<file path="src/rtl/proc_mem_port_arbiter_pkg.sv">
// proc_mem_port_arbiter_pkg: shared types and constants for the processor memory-port arbiter.
// Holds the 4-byte memory request/response message formats, the requester ids and the
// grant-lock state encoding, plus a small helper used by the round-robin pointer.
package proc_mem_port_arbiter_pkg;

  // Requester ids; these values are what the tag FIFO stores per in-flight request.
  localparam logic ARB_ID_IMEM = 1'b0;
  localparam logic ARB_ID_DMEM = 1'b1;

  typedef enum logic [2:0] {
    MEM_TYPE_READ  = 3'd0,
    MEM_TYPE_WRITE = 3'd1,
    MEM_TYPE_INIT  = 3'd2,
    MEM_TYPE_AMO   = 3'd3
  } mem_type_t;

  typedef struct packed {
    mem_type_t   msg_type;
    logic [7:0]  opaque;
    logic [31:0] addr;
    logic [1:0]  len;
    logic [31:0] data;
  } mem_req_4B_t;

  typedef struct packed {
    mem_type_t   msg_type;
    logic [7:0]  opaque;
    logic [1:0]  test;
    logic [1:0]  len;
    logic [31:0] data;
  } mem_resp_4B_t;

  // Grant lock: HELD while a granted request is stalled downstream.
  typedef enum logic [0:0] {
    LOCK_OPEN = 1'b0,
    LOCK_HELD = 1'b1
  } lock_state_t;

  // The requester that is not 'id'; round-robin favours it after id wins.
  function automatic logic arb_other(input logic id);
    return ~id;
  endfunction

endpackage

</file>
<file path="src/rtl/proc_mem_port_arbiter_if.sv">
// proc_mem_port_arbiter_if: bundles the two requester ports and the shared downstream port.
// Ports: imem req/resp, dmem req/resp, downstream memreq/memresp (msg/val/rdy each).
// Modports: slave = arbiter view, master = processor + memory environment view.
interface proc_mem_port_arbiter_if;

  proc_mem_port_arbiter_pkg::mem_req_4B_t  imemreq_msg;
  logic                                    imemreq_val;
  logic                                    imemreq_rdy;
  proc_mem_port_arbiter_pkg::mem_resp_4B_t imemresp_msg;
  logic                                    imemresp_val;
  logic                                    imemresp_rdy;

  proc_mem_port_arbiter_pkg::mem_req_4B_t  dmemreq_msg;
  logic                                    dmemreq_val;
  logic                                    dmemreq_rdy;
  proc_mem_port_arbiter_pkg::mem_resp_4B_t dmemresp_msg;
  logic                                    dmemresp_val;
  logic                                    dmemresp_rdy;

  proc_mem_port_arbiter_pkg::mem_req_4B_t  memreq_msg;
  logic                                    memreq_val;
  logic                                    memreq_rdy;
  proc_mem_port_arbiter_pkg::mem_resp_4B_t memresp_msg;
  logic                                    memresp_val;
  logic                                    memresp_rdy;

  modport slave (
    input  imemreq_msg, imemreq_val, output imemreq_rdy,
    output imemresp_msg, imemresp_val, input imemresp_rdy,
    input  dmemreq_msg, dmemreq_val, output dmemreq_rdy,
    output dmemresp_msg, dmemresp_val, input dmemresp_rdy,
    output memreq_msg, memreq_val, input memreq_rdy,
    input  memresp_msg, memresp_val, output memresp_rdy
  );

  modport master (
    output imemreq_msg, imemreq_val, input imemreq_rdy,
    input  imemresp_msg, imemresp_val, output imemresp_rdy,
    output dmemreq_msg, dmemreq_val, input dmemreq_rdy,
    input  dmemresp_msg, dmemresp_val, output dmemresp_rdy,
    input  memreq_msg, memreq_val, output memreq_rdy,
    output memresp_msg, memresp_val, input memresp_rdy
  );

endinterface

</file>
<file path="src/rtl/proc_mem_arb_tag_fifo.sv">
// proc_mem_arb_tag_fifo: in-order FIFO of 1-bit requester ids for requests in flight downstream.
// Latency: head (deq_dat) reflects an enqueue on the next cycle; count is registered.
// Backpressure: full/empty flags; enqueue when full and dequeue when empty are ignored.
// Ports: clk, reset (async active-low), enq_val/enq_dat, deq_val/deq_dat, full, empty, count.
module proc_mem_arb_tag_fifo #(
  parameter int p_depth = 4
) (
  input  logic                       clk,
  input  logic                       reset,
  input  logic                       enq_val,
  input  logic                       enq_dat,
  input  logic                       deq_val,
  output logic                       deq_dat,
  output logic                       full,
  output logic                       empty,
  output logic [$clog2(p_depth):0]   count
);

  localparam int AW = $clog2(p_depth);
  localparam int CW = AW + 1;

  logic [p_depth-1:0] mem;
  logic [AW-1:0]      wr_ptr;
  logic [AW-1:0]      rd_ptr;
  logic               enq_ok;
  logic               deq_ok;

  assign full    = (count == CW'(p_depth));
  assign empty   = (count == '0);
  assign enq_ok  = enq_val && !full;
  assign deq_ok  = deq_val && !empty;
  assign deq_dat = mem[rd_ptr];

  // Depth is a power of two, so the pointers wrap by plain overflow.
  always_ff @(posedge clk or negedge reset) begin
    if (!reset) begin
      mem    <= '0;
      wr_ptr <= '0;
      rd_ptr <= '0;
      count  <= '0;
    end else begin
      if (enq_ok) begin
        mem[wr_ptr] <= enq_dat;
        wr_ptr      <= wr_ptr + AW'(1);
      end
      if (deq_ok) begin
        rd_ptr <= rd_ptr + AW'(1);
      end
      case ({enq_ok, deq_ok})
        2'b10:   count <= count + CW'(1);
        2'b01:   count <= count - CW'(1);
        default: count <= count;
      endcase
    end
  end

endmodule

</file>
<file path="src/rtl/proc_mem_port_arbiter.sv">
// proc_mem_port_arbiter: shares one downstream memory port between the imem and dmem request streams.
// Latency: 0 cycles on both request and response paths (combinational pass-through, no message storage).
// Backpressure: a stalled grant is locked until accepted; a full tag FIFO blocks grants; responses wait on the head requester's rdy.
// Ports: clk, reset (async active-low), port (slave modport: imem/dmem requester ports + downstream port),
//        num_outstanding (registered in-flight count), resp_error (sticky: response seen with nothing in flight).
module proc_mem_port_arbiter
  import proc_mem_port_arbiter_pkg::*;
#(
  parameter int p_max_outstanding = 4
) (
  input  logic                                 clk,
  input  logic                                 reset,
  proc_mem_port_arbiter_if.slave               port,
  output logic [$clog2(p_max_outstanding):0]   num_outstanding,
  output logic                                 resp_error
);

  localparam int CNT_W = $clog2(p_max_outstanding) + 1;

  lock_state_t      lock_state;
  lock_state_t      lock_next;
  logic             locked_id;
  logic             locked_id_next;
  logic             rr_ptr;

  logic             grant;
  logic             granted_val;
  logic             can_issue;
  logic             req_val_int;
  logic             req_fire;

  logic             fifo_full;
  logic             fifo_empty;
  logic             head_id;
  logic [CNT_W-1:0] fifo_count;
  logic             resp_rdy_int;
  logic             resp_fire;

  // ---------------------------------------------------------------- request side
  // A full tag FIFO blocks new grants even if a response drains an entry this
  // cycle; the freed slot is usable from the next cycle.
  assign can_issue = !fifo_full;

  always_comb begin
    grant = rr_ptr;
    if (lock_state == LOCK_HELD) begin
      grant = locked_id;
    end else if (port.imemreq_val && !port.dmemreq_val) begin
      grant = ARB_ID_IMEM;
    end else if (port.dmemreq_val && !port.imemreq_val) begin
      grant = ARB_ID_DMEM;
    end
  end

  assign granted_val = (grant == ARB_ID_DMEM) ? port.dmemreq_val : port.imemreq_val;

  // Internal handshake terms exclude reset so reset only reaches flops through
  // their async input; the visible val/rdy outputs are forced low during reset.
  assign req_val_int = granted_val && can_issue;
  assign req_fire    = req_val_int && port.memreq_rdy;

  assign port.memreq_msg  = (grant == ARB_ID_DMEM) ? port.dmemreq_msg : port.imemreq_msg;
  assign port.memreq_val  = reset && req_val_int;
  assign port.imemreq_rdy = reset && (grant == ARB_ID_IMEM) && port.memreq_rdy && can_issue;
  assign port.dmemreq_rdy = reset && (grant == ARB_ID_DMEM) && port.memreq_rdy && can_issue;

  // Grant lock keeps the downstream message stable while it is stalled, even if
  // the other requester becomes valid or the round-robin pointer would prefer it.
  always_comb begin
    lock_next      = lock_state;
    locked_id_next = locked_id;
    case (lock_state)
      LOCK_OPEN: begin
        if (req_val_int && !port.memreq_rdy) begin
          lock_next      = LOCK_HELD;
          locked_id_next = grant;
        end
      end
      LOCK_HELD: begin
        if (req_fire) begin
          lock_next = LOCK_OPEN;
        end
      end
      default: begin
        lock_next = LOCK_OPEN;
      end
    endcase
  end

  always_ff @(posedge clk or negedge reset) begin
    if (!reset) begin
      lock_state <= LOCK_OPEN;
      locked_id  <= ARB_ID_IMEM;
      rr_ptr     <= ARB_ID_IMEM;
    end else begin
      lock_state <= lock_next;
      locked_id  <= locked_id_next;
      if (req_fire) begin
        rr_ptr <= arb_other(grant);
      end
    end
  end

  // ---------------------------------------------------------------- tag FIFO
  proc_mem_arb_tag_fifo #(
    .p_depth (p_max_outstanding)
  ) u_tag_fifo (
    .clk     (clk),
    .reset   (reset),
    .enq_val (req_fire),
    .enq_dat (grant),
    .deq_val (resp_fire),
    .deq_dat (head_id),
    .full    (fifo_full),
    .empty   (fifo_empty),
    .count   (fifo_count)
  );

  assign num_outstanding = fifo_count;

  // ---------------------------------------------------------------- response side
  // Responses return in request order, so the FIFO head names the destination.
  // Both requesters see the response message; only the valid is steered.
  assign resp_rdy_int = !fifo_empty &&
                        ((head_id == ARB_ID_DMEM) ? port.dmemresp_rdy : port.imemresp_rdy);
  assign resp_fire    = port.memresp_val && resp_rdy_int;

  assign port.memresp_rdy  = reset && resp_rdy_int;
  assign port.imemresp_msg = port.memresp_msg;
  assign port.dmemresp_msg = port.memresp_msg;
  assign port.imemresp_val = reset && !fifo_empty && (head_id == ARB_ID_IMEM) && port.memresp_val;
  assign port.dmemresp_val = reset && !fifo_empty && (head_id == ARB_ID_DMEM) && port.memresp_val;

  // A response with nothing in flight means the downstream protocol broke;
  // flag it and hold the flag until reset.
  always_ff @(posedge clk or negedge reset) begin
    if (!reset) begin
      resp_error <= 1'b0;
    end else if (port.memresp_val && fifo_empty) begin
      resp_error <= 1'b1;
    end
  end

endmodule

</file>
<file path="src/flat_wrapper.sv">
// flat-port wrapper written by rule: the top's interface ports become plain ports
module proc_mem_port_arbiter_flat import proc_mem_port_arbiter_pkg::*;
#(
  parameter int p_max_outstanding = 4
)
  (clk, reset, num_outstanding, resp_error, port_imemreq_msg, port_imemreq_val, port_imemreq_rdy, port_imemresp_msg, port_imemresp_val, port_imemresp_rdy, port_dmemreq_msg, port_dmemreq_val, port_dmemreq_rdy, port_dmemresp_msg, port_dmemresp_val, port_dmemresp_rdy, port_memreq_msg, port_memreq_val, port_memreq_rdy, port_memresp_msg, port_memresp_val, port_memresp_rdy);
  proc_mem_port_arbiter_if port_i ();
  input  logic clk;
  input  logic reset;
  output logic [$clog2(p_max_outstanding):0] num_outstanding;
  output logic resp_error;
  input wire logic [$bits(port_i.imemreq_msg)-1:0] port_imemreq_msg;
  input wire logic [$bits(port_i.imemreq_val)-1:0] port_imemreq_val;
  output wire logic [$bits(port_i.imemreq_rdy)-1:0] port_imemreq_rdy;
  output wire logic [$bits(port_i.imemresp_msg)-1:0] port_imemresp_msg;
  output wire logic [$bits(port_i.imemresp_val)-1:0] port_imemresp_val;
  input wire logic [$bits(port_i.imemresp_rdy)-1:0] port_imemresp_rdy;
  input wire logic [$bits(port_i.dmemreq_msg)-1:0] port_dmemreq_msg;
  input wire logic [$bits(port_i.dmemreq_val)-1:0] port_dmemreq_val;
  output wire logic [$bits(port_i.dmemreq_rdy)-1:0] port_dmemreq_rdy;
  output wire logic [$bits(port_i.dmemresp_msg)-1:0] port_dmemresp_msg;
  output wire logic [$bits(port_i.dmemresp_val)-1:0] port_dmemresp_val;
  input wire logic [$bits(port_i.dmemresp_rdy)-1:0] port_dmemresp_rdy;
  output wire logic [$bits(port_i.memreq_msg)-1:0] port_memreq_msg;
  output wire logic [$bits(port_i.memreq_val)-1:0] port_memreq_val;
  input wire logic [$bits(port_i.memreq_rdy)-1:0] port_memreq_rdy;
  input wire logic [$bits(port_i.memresp_msg)-1:0] port_memresp_msg;
  input wire logic [$bits(port_i.memresp_val)-1:0] port_memresp_val;
  output wire logic [$bits(port_i.memresp_rdy)-1:0] port_memresp_rdy;
  assign port_i.imemreq_msg = port_imemreq_msg;
  assign port_i.imemreq_val = port_imemreq_val;
  assign port_imemreq_rdy = port_i.imemreq_rdy;
  assign port_imemresp_msg = port_i.imemresp_msg;
  assign port_imemresp_val = port_i.imemresp_val;
  assign port_i.imemresp_rdy = port_imemresp_rdy;
  assign port_i.dmemreq_msg = port_dmemreq_msg;
  assign port_i.dmemreq_val = port_dmemreq_val;
  assign port_dmemreq_rdy = port_i.dmemreq_rdy;
  assign port_dmemresp_msg = port_i.dmemresp_msg;
  assign port_dmemresp_val = port_i.dmemresp_val;
  assign port_i.dmemresp_rdy = port_dmemresp_rdy;
  assign port_memreq_msg = port_i.memreq_msg;
  assign port_memreq_val = port_i.memreq_val;
  assign port_i.memreq_rdy = port_memreq_rdy;
  assign port_i.memresp_msg = port_memresp_msg;
  assign port_i.memresp_val = port_memresp_val;
  assign port_memresp_rdy = port_i.memresp_rdy;
  proc_mem_port_arbiter #(.p_max_outstanding(p_max_outstanding)) u_core (.clk(clk), .reset(reset), .port(port_i), .num_outstanding(num_outstanding), .resp_error(resp_error));
endmodule
</file>
<file path="config.mk">
export PLATFORM = sky130hd
export DESIGN_NAME = proc_mem_port_arbiter_flat
export DESIGN_NICKNAME = d
export VERILOG_FILES = /design/src/rtl/proc_mem_port_arbiter_pkg.sv /design/src/rtl/proc_mem_port_arbiter_if.sv /design/src/rtl/proc_mem_arb_tag_fifo.sv /design/src/rtl/proc_mem_port_arbiter.sv /design/src/flat_wrapper.sv
export SDC_FILE = /design/constraint.sdc
export NUM_CORES = 1
export LEC_CHECK = 0
export CELL_PAD_IN_SITES_DETAIL_PLACEMENT = 1
export CELL_PAD_IN_SITES_GLOBAL_PLACEMENT = 2
export CORE_UTILIZATION = 10
export DETAILED_ROUTE_END_ITERATION = 8
export PLACE_DENSITY_LB_ADDON = 0.1
export SLEW_MARGIN = 10
export SYNTH_ARGS = -nofsm -noshare
export SYNTH_HDL_FRONTEND = slang
export SYNTH_HIERARCHICAL = 1
export SYNTH_SLANG_ARGS = --single-unit
</file>
<file path="constraint.sdc">
create_clock -name clk -period 2.8 [get_ports clk]
set_clock_uncertainty 0.1 [all_clocks]
set_input_delay 0.56 -clock clk [delete_from_list [all_inputs] [get_ports clk]]
set_output_delay 0.56 -clock clk [all_outputs]
set_load 0.05 [all_outputs]
</file>
# Yosys cells after proc, flatten, opt, wreduce, memory -nomap -nowiden
# Index checks and enable logic that the tools add are counted.
# Widths: inputs -> output; s select.
classes:
  n_addsub: 4
  multipliers: 0
  div_mod_pow: 0
  order_cmp: 3
  eq_ne: 3
  n_shift: 0
  mux: 15
  n_bitwise: 3
  reduce_logical: 32
op_table:
  columns: ["cell", "count"]
  rows:
  - ["$mux 77", 1]
  - ["$logic_and 1x1->1", 24]
  - ["$mux 1", 9]
  - ["$lt 2x3->1 const B", 2]
  - ["$pmux 3 s2", 1]
  - ["$logic_not 1->1", 5]
  - ["$add 2x1->2 const B", 2]
  - ["$bwmux 4", 1]
  - ["$add 3x1->3 const B", 1]
  - ["$eq 3x3->1 const B", 1]
  - ["$logic_not 3->1", 1]
  - ["$not 1->1", 3]
  - ["$sub 3x1->3 const B", 1]
  - ["$bmux 1 s2", 1]
  - ["$demux 1 s2", 1]
  - ["$eq 2x1->1 const B", 1]
  - ["$eq 2x2->1 const B", 1]
  - ["$ge 2x1->1 const B", 1]
  - ["$pmux 1 s2", 1]
  - ["$reduce_and 2->1", 1]
  - ["$reduce_bool 2->1", 1]
totals:
  regBits: 15
  latch_bits: 0
  ramBits: 0
  romBits: 0
  input_bits: 209
  out_inout_bits: 181
  elab_cells: 68
  n_memories: 0

# Depth between registers and ports, before layout
# Gate-level depths: netlist of run 1.
logic_depth:
  word_depth: 11
  ltp_mapped: 11
  depth_no_buf: 10

# Cells and area by module
# The synthesis of run 1 kept the hierarchy.
by_module_without_submodules:
  columns: ["mod", "instances", "cells_each", "area_each_um2", "seq_area_each_um2"]
  rows:
  - ["proc_mem_port_arbiter", 1, 209, 1948.1, 100.1]
  - ["proc_mem_arb_tag_fifo", 1, 54, 605.6, 275.3]

# Worst setup path after synthesis of run 1
# Ideal clock, no wire load.
synth_path:
  path_kind: "reg2out"
  start: "register u_core.u_tag_fifo.count[2]"
  end: "output port port_memreq_val"
  arrival_time_ns: 2.561
  required_ns: 2.140
  slack_ns: -0.421
  path_stages_with_launch: 3
  path_buffers: 0
  cell_sequence: "dfrtp_1 nor3b_4 nor4b_1"
synth_between:
  elab_chain_cells: 4
synth_rtl:
  columns: ["item", "line", "text"]
  rows:
  - ["from (decl)", "proc_mem_arb_tag_fifo.sv:16", "output logic [$clog2(p_depth):0] count"]
  - ["from (signal assigned)", "proc_mem_arb_tag_fifo.sv:50", "2'b10: count <= count + CW'(1);"]
  - ["from (signal assigned)", "proc_mem_arb_tag_fifo.sv:51", "2'b01: count <= count - CW'(1);"]
  - ["from (signal assigned)", "proc_mem_arb_tag_fifo.sv:52", "default: count <= count;"]
  - ["$eq 3x3->1", "proc_mem_arb_tag_fifo.sv:28", "assign full = (count == CW'(p_depth));"]
  - ["via u_core.fifo_full", "proc_mem_port_arbiter.sv:32", "logic fifo_full;"]
  - ["$logic_not 1->1", "proc_mem_port_arbiter.sv:42", "assign can_issue = !fifo_full;"]
  - ["$logic_and 1x1->1", "proc_mem_port_arbiter.sv:59", "assign req_val_int = granted_val && can_issue;"]
  - ["$logic_and 1x1->1", "proc_mem_port_arbiter.sv:63", "assign port.memreq_val = reset && req_val_int;"]
  - ["to (decl)", "flat_wrapper.sv:25", "output wire logic [$bits(port_i.memreq_val)-1:0] port_memreq_val;"]
# The timed path passes the listed nets, and every way through them passes these cells.

# Worst setup path in the final report of run 1
layout_path:
  start: "input port port_imemreq_val"
  end: "output port port_memreq_msg[56]"
layout_between:
  elab_chain_cells: 6
  word_cells_on_any_way: 7
  classes_between: "4 x mux; 3 x reduce/logical"
layout_rtl:
  columns: ["item", "line", "text"]
  rows:
  - ["from (decl)", "flat_wrapper.sv:13", "input wire logic [$bits(port_i.imemreq_val)-1:0] port_imemreq_val;"]
  - ["$logic_not 1->1", "proc_mem_port_arbiter.sv:50", "end else if (port.dmemreq_val && !port.imemreq_val) begin"]
  - ["$logic_and 1x1->1", "proc_mem_port_arbiter.sv:50", null]
  - ["$mux 1", "proc_mem_port_arbiter.sv:50", null]
  - ["$mux 1 (*)", "proc_mem_port_arbiter.sv:48", "end else if (port.imemreq_val && !port.dmemreq_val) begin"]
  - ["$mux 1 (*)", "proc_mem_port_arbiter.sv:46", "if (lock_state == LOCK_HELD) begin"]
  - ["$mux 77 (*)", "proc_mem_port_arbiter.sv:62", "assign port.memreq_msg = (grant == ARB_ID_DMEM) ? port.dmemreq_msg : port.imemreq_msg;"]
  - ["to (decl)", "flat_wrapper.sv:24", "output wire logic [$bits(port_i.memreq_msg)-1:0] port_memreq_msg;"]
# Every way passes the cells marked *; elsewhere a longest branch is shown, timed or not.

==> qor.csv, run 1 <==
metric;value;unit
Tmin final;2675;ps
final setup fails;0;
Synth Instances;263;
Slew headroom;63.70;%
register bit total from synthesis;15;
register area share after synthesis;14.70;%
area leader, netlist;buf_4;
Total GRT Usage;8.999;%
Die Ht;161.8;um
first-pass GRT wire length;17.72;mm
Post-synth EDFFs;0;
CTS clk-pin slew, worst paths;50;ps
Post-Syn Area;2554;um2
power per standard cell area;1138;nW/um2
achievable frequency;0.3739;GHz
CTS tree;done;
Die ar.;26180;um2
CTS H-tree depth;1;
chip width;161.8;um
Max clock buf depth;2;
share of cells above drive strength 1;45.02;%
Post-synth top flop;dfrtp_1;
Slew @ Worst Pin;542.8;ps
Hold WC Path Type;flop to flop;
number of inserted diodes;0;
core area;25110;um2
Worst VDD drop;0.5593;mV
drt first pass iters;4;
CP max stage delay;320;ps
WL/cell;16.36;um
Final WS setup;125.5;ps
initial antenna violation count;0;
Starting Density;10.17;%
FFs w/ async S/R, synth;100.0;%
net count after synthesis;478;
Placer Congestion;0.7280;
period utilisation layout;95.52;%
syn avg cell area;9.710;um2
share of the synthesized area in the top cell type;27.63;%
Via-to-Cell Ratio;3.251;
Worst Path Max Fanout;4;
CP max-delay cell;o31ai_4;
most frequent cells in the layout;clkdlybuf4s50_1 (163), buf_4 (80), mux2_2 (52), mux2_4 (16), dfrtp_1 (15);
IO Port Bufs;248;
WP data required;2140;ps
RSZ-0062 raised after global routing;false;
pre-CTS setup slack;-249.8;ps
fin nets;658;
# IOs;390;
DRT iter0 DRCs;65;
Worst setup EP type;output port;
cts bufs inserted;3;
critical path class;primary input to output port;
Core Rows;58;
most common cell after layout, fill and taps aside;clkdlybuf4s50_1;
synth warn;6;
Routed WL;12.63;mm
Netlist cell types;31;
Syn-to-layout area delta;101.5;%
DRC;0;
CP arrival;2010;ps
Startpoint Class;primary input;
via count;2510;
Root Buffer;clkbuf_16;
synth top area cells;buf_4 (28%), mux2_2 (26%), dfrtp_1 (15%);
outcome;complete, no violations;
max_cap viols;0;
DP HPWL;10.89;mm
pin count of the biggest net entering global routing;15;
number of global-route vias before repair;2715;
clock sink total;15;
total chip power;0.005858;W
GR Overflow Total;0;
Clk Latency, worst-skew pair;240;ps
P_leak;2.102;nW
final hold vios;0;
max-slew violations;0;
antenna viol nets, final;0;
worst path cell trace;clkbuf_2 > a21boi_4 > o31ai_4 > buf_6 > bufbuf_16 > mux2_4 > buf_8;
==> routing by layer <==
layer,track usage (%),share of wire (%)
met5,0,0
met4,1.372,0.56
met3,3.294,10
met2,14.88,47
met1,11.28,43
==> worst max-delay path: cells and delay by family <==
| family | cells | cell delay [ps] |
|---|---|---|
| multiplexers | 1 | 320 |
| buffers and inverters | 4 | 670 |
| AO/OA/AOI/OAI | 2 | 460 |
==> state kept, by name, indices dropped and copies added, names as in the netlist, named ones only <==
| name | flops |
|---|---|
| u_core/u_tag_fifo/mem | 4 |
| u_core/u_tag_fifo/count | 3 |
| u_core/locked_id | 1 |
| u_core/u_tag_fifo/rd_ptr | 2 |
| u_core/resp_error | 1 |
| u_core/u_tag_fifo/wr_ptr | 2 |
| u_core/rr_ptr | 1 |
==> cell type report <==
type | count | area (um2)
well taps | 330 | 412.9
multi-input cells | 139 | 1454
inverters | 6 | 22.52
clock buffers | 4 | 78.83
repair buffers | 278 | 2803
fillers | 2890 | 19960
flip-flops and latches | 15 | 375.4
==> what timing repair did <==
item                       in CTS  in global routing
pin swaps                       0                  2
buffers inserted                2                  3
hold buffers                    0                  0
cloned                          2                  1
setup endpoints to repair      78                 63
resized for setup              31                 30
==> power breakdown <==
part	leakage (nW)	internal (W)	switching, W
clock	0.0382	0.000193	0.0000881
combinational	1.89	0.00229	0.00285
sequential	0.176	0.000326	0.000118
total	2.10	0.00281	0.00305
==> Yosys cell counts (2+ instances only) <==
cell type and instances:
buf_4 94, buf_6 9, dfrtp_1 15, ha_1 5, inv_1 6, mux2_1 18, mux2_2 60, mux2i_1 3
nand2_1 10, nand2b_1 2, nor2_1 8, nor3b_1 2, nor4b_1 2, o21ai_0 8, xnor2_1 3, xor2_1 3
==> metrics by stage <==
step,TNS [ps],std cells,hold slack [ps],utilization (%),area (um2)
after floorplan,0,263,164.4,-,2577
after global placement,-14060,760,356.3,18.91,4748
after detailed placement,-16650,760,356.3,18.91,4748
after CTS,-308.2,768,367.4,19.96,5012
after global routing,0,772,414.1,20.50,5146
final,0,772,357.9,20.50,5146
==> cell families after synthesis <==
group / Yosys count / share of synthesized area [%]
flip-flops: 15 / 14.70
XOR/XNOR: 6 / 2.058
AND/OR/NAND/NOR: 31 / 6.909
AO/OA/AOI/OAI: 13 / 3.577
multiplexers: 83 / 37.04
buffers and inverters: 109 / 32.48
adder cells (fa/ha/maj): 6 / 3.234
==> path summary, 6_finish.rpt <==
| check | from | endpoint | slack [ps] | cells past startpoint |
|---|---|---|---|---|
| max in group asynchronous | reset | u_core/u_tag_fifo/count[2] | 1660 | 2 |
| worst max register to register | u_core/u_tag_fifo/rd_ptr[0] | u_core/u_tag_fifo/count[2] | 180 | 10 |
| min in group asynchronous | reset | u_core/u_tag_fifo/mem[1] | 800 | 2 |
| worst min-delay path | u_core/resp_error | u_core/resp_error | 360 | 1 |
| worst max-delay path | port_imemreq_val | port_memreq_msg[56] | 130 | 7 |
| worst min register to register | u_core/resp_error | u_core/resp_error | 360 | 1 |
(Power assumes the default switching activity.)
==> run 2, diff against run 1 <==
==> constraint.sdc (replaced) <==
create_clock -name clk -period 2.2 [get_ports clk]
set_clock_uncertainty 0.1 [all_clocks]
set_input_delay 0.44 -clock clk [delete_from_list [all_inputs] [get_ports clk]]
set_output_delay 0.44 -clock clk [all_outputs]
set_load 0.05 [all_outputs]
==> qor.csv, run 2 (same netlist as run 1, synthesis figures left out) <==
metric;value;unit;change
Net Sw Frac;47.16;%;-4.9 points
CTS tree;done;;
first-pass GRT wire length;20.35;mm;+15%
Syn-to-layout area delta;139.7;%;
final setup fails;84;;+84
GR Overflow Total;0;;unchanged
pin count of the biggest net entering global routing;10;;-5
CTS clk-pin slew, worst paths;50;ps;about the same
Hold-fix buffers, CTS;0;;unchanged
achievable frequency;0.3770;GHz;
RSZ-0062 raised after global routing;true;;
Placer Congestion;0.7635;;+4.9%
max reg flops;4;;unchanged
core area;25110;um2;unchanged
via count;2677;;+6.7%
Final Core Density;24.38;%;+3.9 points
DRC;0;;unchanged
CP arrival;2720;ps;+710 ps
Worst setup EP type;flop;;
max_cap viols;0;;unchanged
failing checks;setup timing;;
Via-to-Cell Ratio;3.338;;+2.7%
cts bufs inserted;3;;unchanged
fin nets;688;;+4.6%
IO Port Bufs;248;;unchanged
Slew @ Worst Pin;500.0;ps;-42.82 ps
outcome;finished, violations left;;
# IOs;390;;unchanged
CTS H-tree depth;1;;unchanged
Comb pwr share;90.4;%;+2.8 points
critical path class;flop to flop;;
Core Rows;58;;unchanged
Root Buffer;clkbuf_16;;
area of the multi-input gates;1745;um2;+20%
Total GRT Usage;10.37;%;+1.4 points
max-slew violations;0;;unchanged
fill count;2792;;-3.4%
internal power;0.004980;W;+77%
Starting Density;10.17;%;unchanged
number of global-route vias before repair;2970;;+9.4%
Die ar.;26180;um2;unchanged
Largest regs;u_core/u_tag_fifo/mem: 4 flops, u_core/u_tag_fifo/count: 3 flops;;
Clk pwr share;3.8;%;-1.0 points
WP data required;2260;ps;+120 ps
drt first pass iters;4;;unchanged
Register Area;380.4;um2;+1.3%
Hold WC Path Type;primary input to async pin;;
initial antenna violation count;3;;+3
Max clock buf depth;2;;unchanged
Slew headroom;66.56;%;+2.9 points
Startpoint Class;flop;;
clock sink total;15;;unchanged
Worst VDD drop;0.6061;mV;+8.4%
Setup TNS;-23660;ps;-23660 ps
Final WS setup;-452.2;ps;-577.7 ps
Clk Latency, worst-skew pair;240;ps;about the same
share of cells above drive strength 1;52.97;%;+7.9 points
Routed WL;14.40;mm;+14%
Area after DPL;5279;um2;+11%
most frequent cells in the layout;clkdlybuf4s50_1 (160), mux2_4 (78), buf_6 (58), buf_8 (33), buf_4 (30);;
period utilisation layout;120.6;%;
P_leak;2.673;nW;+27%
DRT iter0 DRCs;59;;-9.2%
number of inserted diodes;0;;unchanged
WL/cell;17.95;um;+9.8%
most common cell after layout, fill and taps aside;clkdlybuf4s50_1;;
Top reg by flops;u_core/u_tag_fifo/mem;;
Tmin final;2652;ps;
final hold vios;0;;unchanged
chip width;161.8;um;unchanged
Sequential Power Share;5.9;%;-1.7 points
Die Ht;161.8;um;unchanged
power per standard cell area;1539;nW/um2;+35%
Sw Pwr;0.004444;W;+46%
DP HPWL;12.06;mm;+11%
final instance area;6122;um2;+19%
antenna viol nets, final;0;;unchanged
r2r setup slk;-450;ps;-630 ps
Worst Path Max Fanout;2;;-2
## run 2: cell types whose count changed in the layout (fill, tap and decap cells not counted), moves of 2 or more
| cell | previous run | this run |
|---|---|---|
| buf_8 | 11 | 33 |
| mux2_4 | 16 | 78 |
| buf_6 | 8 | 58 |
| nor4b_4 | 0 | 2 |
| nor4b_2 | 2 | 0 |
| mux2_2 | 52 | 1 |
| dfrtp_1 | 15 | 11 |
| mux2_1 | 11 | 0 |
| buf_4 | 80 | 30 |
| clkdlybuf4s50_1 | 163 | 160 |
| buf_12 | 11 | 23 |
| dfrtp_2 | 0 | 4 |
## run 2: final timing paths
check,startpoint,cells after the start,to
setup / recovery,u_core/u_tag_fifo/rd_ptr[0],10,u_core/u_tag_fifo/count[2]
hold / removal,reset,2,u_core/resp_error
setup reg to reg,u_core/u_tag_fifo/rd_ptr[0],10,u_core/u_tag_fifo/count[2]
hold reg to reg,u_core/resp_error,1,u_core/resp_error
max in group asynchronous,reset,2,async pin
min in group clk,u_core/resp_error,1,u_core/resp_error
## run 2: timing repair
action	CTS	global route
setup buffers	19	10
setup endpoints to repair	87	88
cloned	4	0
resized for setup	148	28
hold endpoints to repair	0	0
pin swaps	5	2
## run 2: area by class of cell
class,instances,area share (%)
well taps,330,6.744
inverters,6,0.3679
multi-input cells,139,28.51
clock buffers,4,1.288
flip-flops and latches,15,6.213
repair buffers,308,56.88
## run 2: power by group through the flow
stage | logic, W | registers [W] | clock network, W
6_report | 0.00852 | 0.000552 | 0.000355
3_3_place_gp | 0.00699 | 0.000551 | 0
2_1_floorplan | 0.00494 | 0.000675 | 0
5_1_grt | 0.00890 | 0.000579 | 0.000378
3_5_place_dp | 0.00699 | 0.000556 | 0
4_1_cts | 0.00873 | 0.000560 | 0.000368
## run 2: metrics by stage
step / setup slack [ps] / total power [W] / hold WS (ps) / std cells
floorplan: -338.1 / 0.005610 / 44.41 / 263
global placement: -637.0 / 0.007538 / 368.3 / 776
detailed placement: -672.2 / 0.007541 / 379.5 / 776
CTS: -497.3 / 0.009656 / 368.8 / 801
global route: -607.3 / 0.009853 / 381.6 / 802
finish: -452.2 / 0.009424 / 346.6 / 802
## run 2: metal layers
| metal | up-vias | track usage [%] | share of wire [%] |
|---|---|---|---|
| li1 | 1218 | - | - |
| met1 | 1252 | 11.05 | 37 |
| met2 | 193 | 18.92 | 50 |
| met3 | 8 | 5.158 | 12 |
| met4 | 6 | 0.8148 | 0.15 |
| met5 | - | 0 | 0.32 |
## run 2: critical path: stages (launching register included)
cell and delay, ps:
dfrtp_1 370, mux4_2 560, mux2i_2 200, nor3b_2 210, o31a_2 210, ha_4 140
inv_2 40, fa_2 330, xor2_1 150, nor2_1 130, xor2_1 140
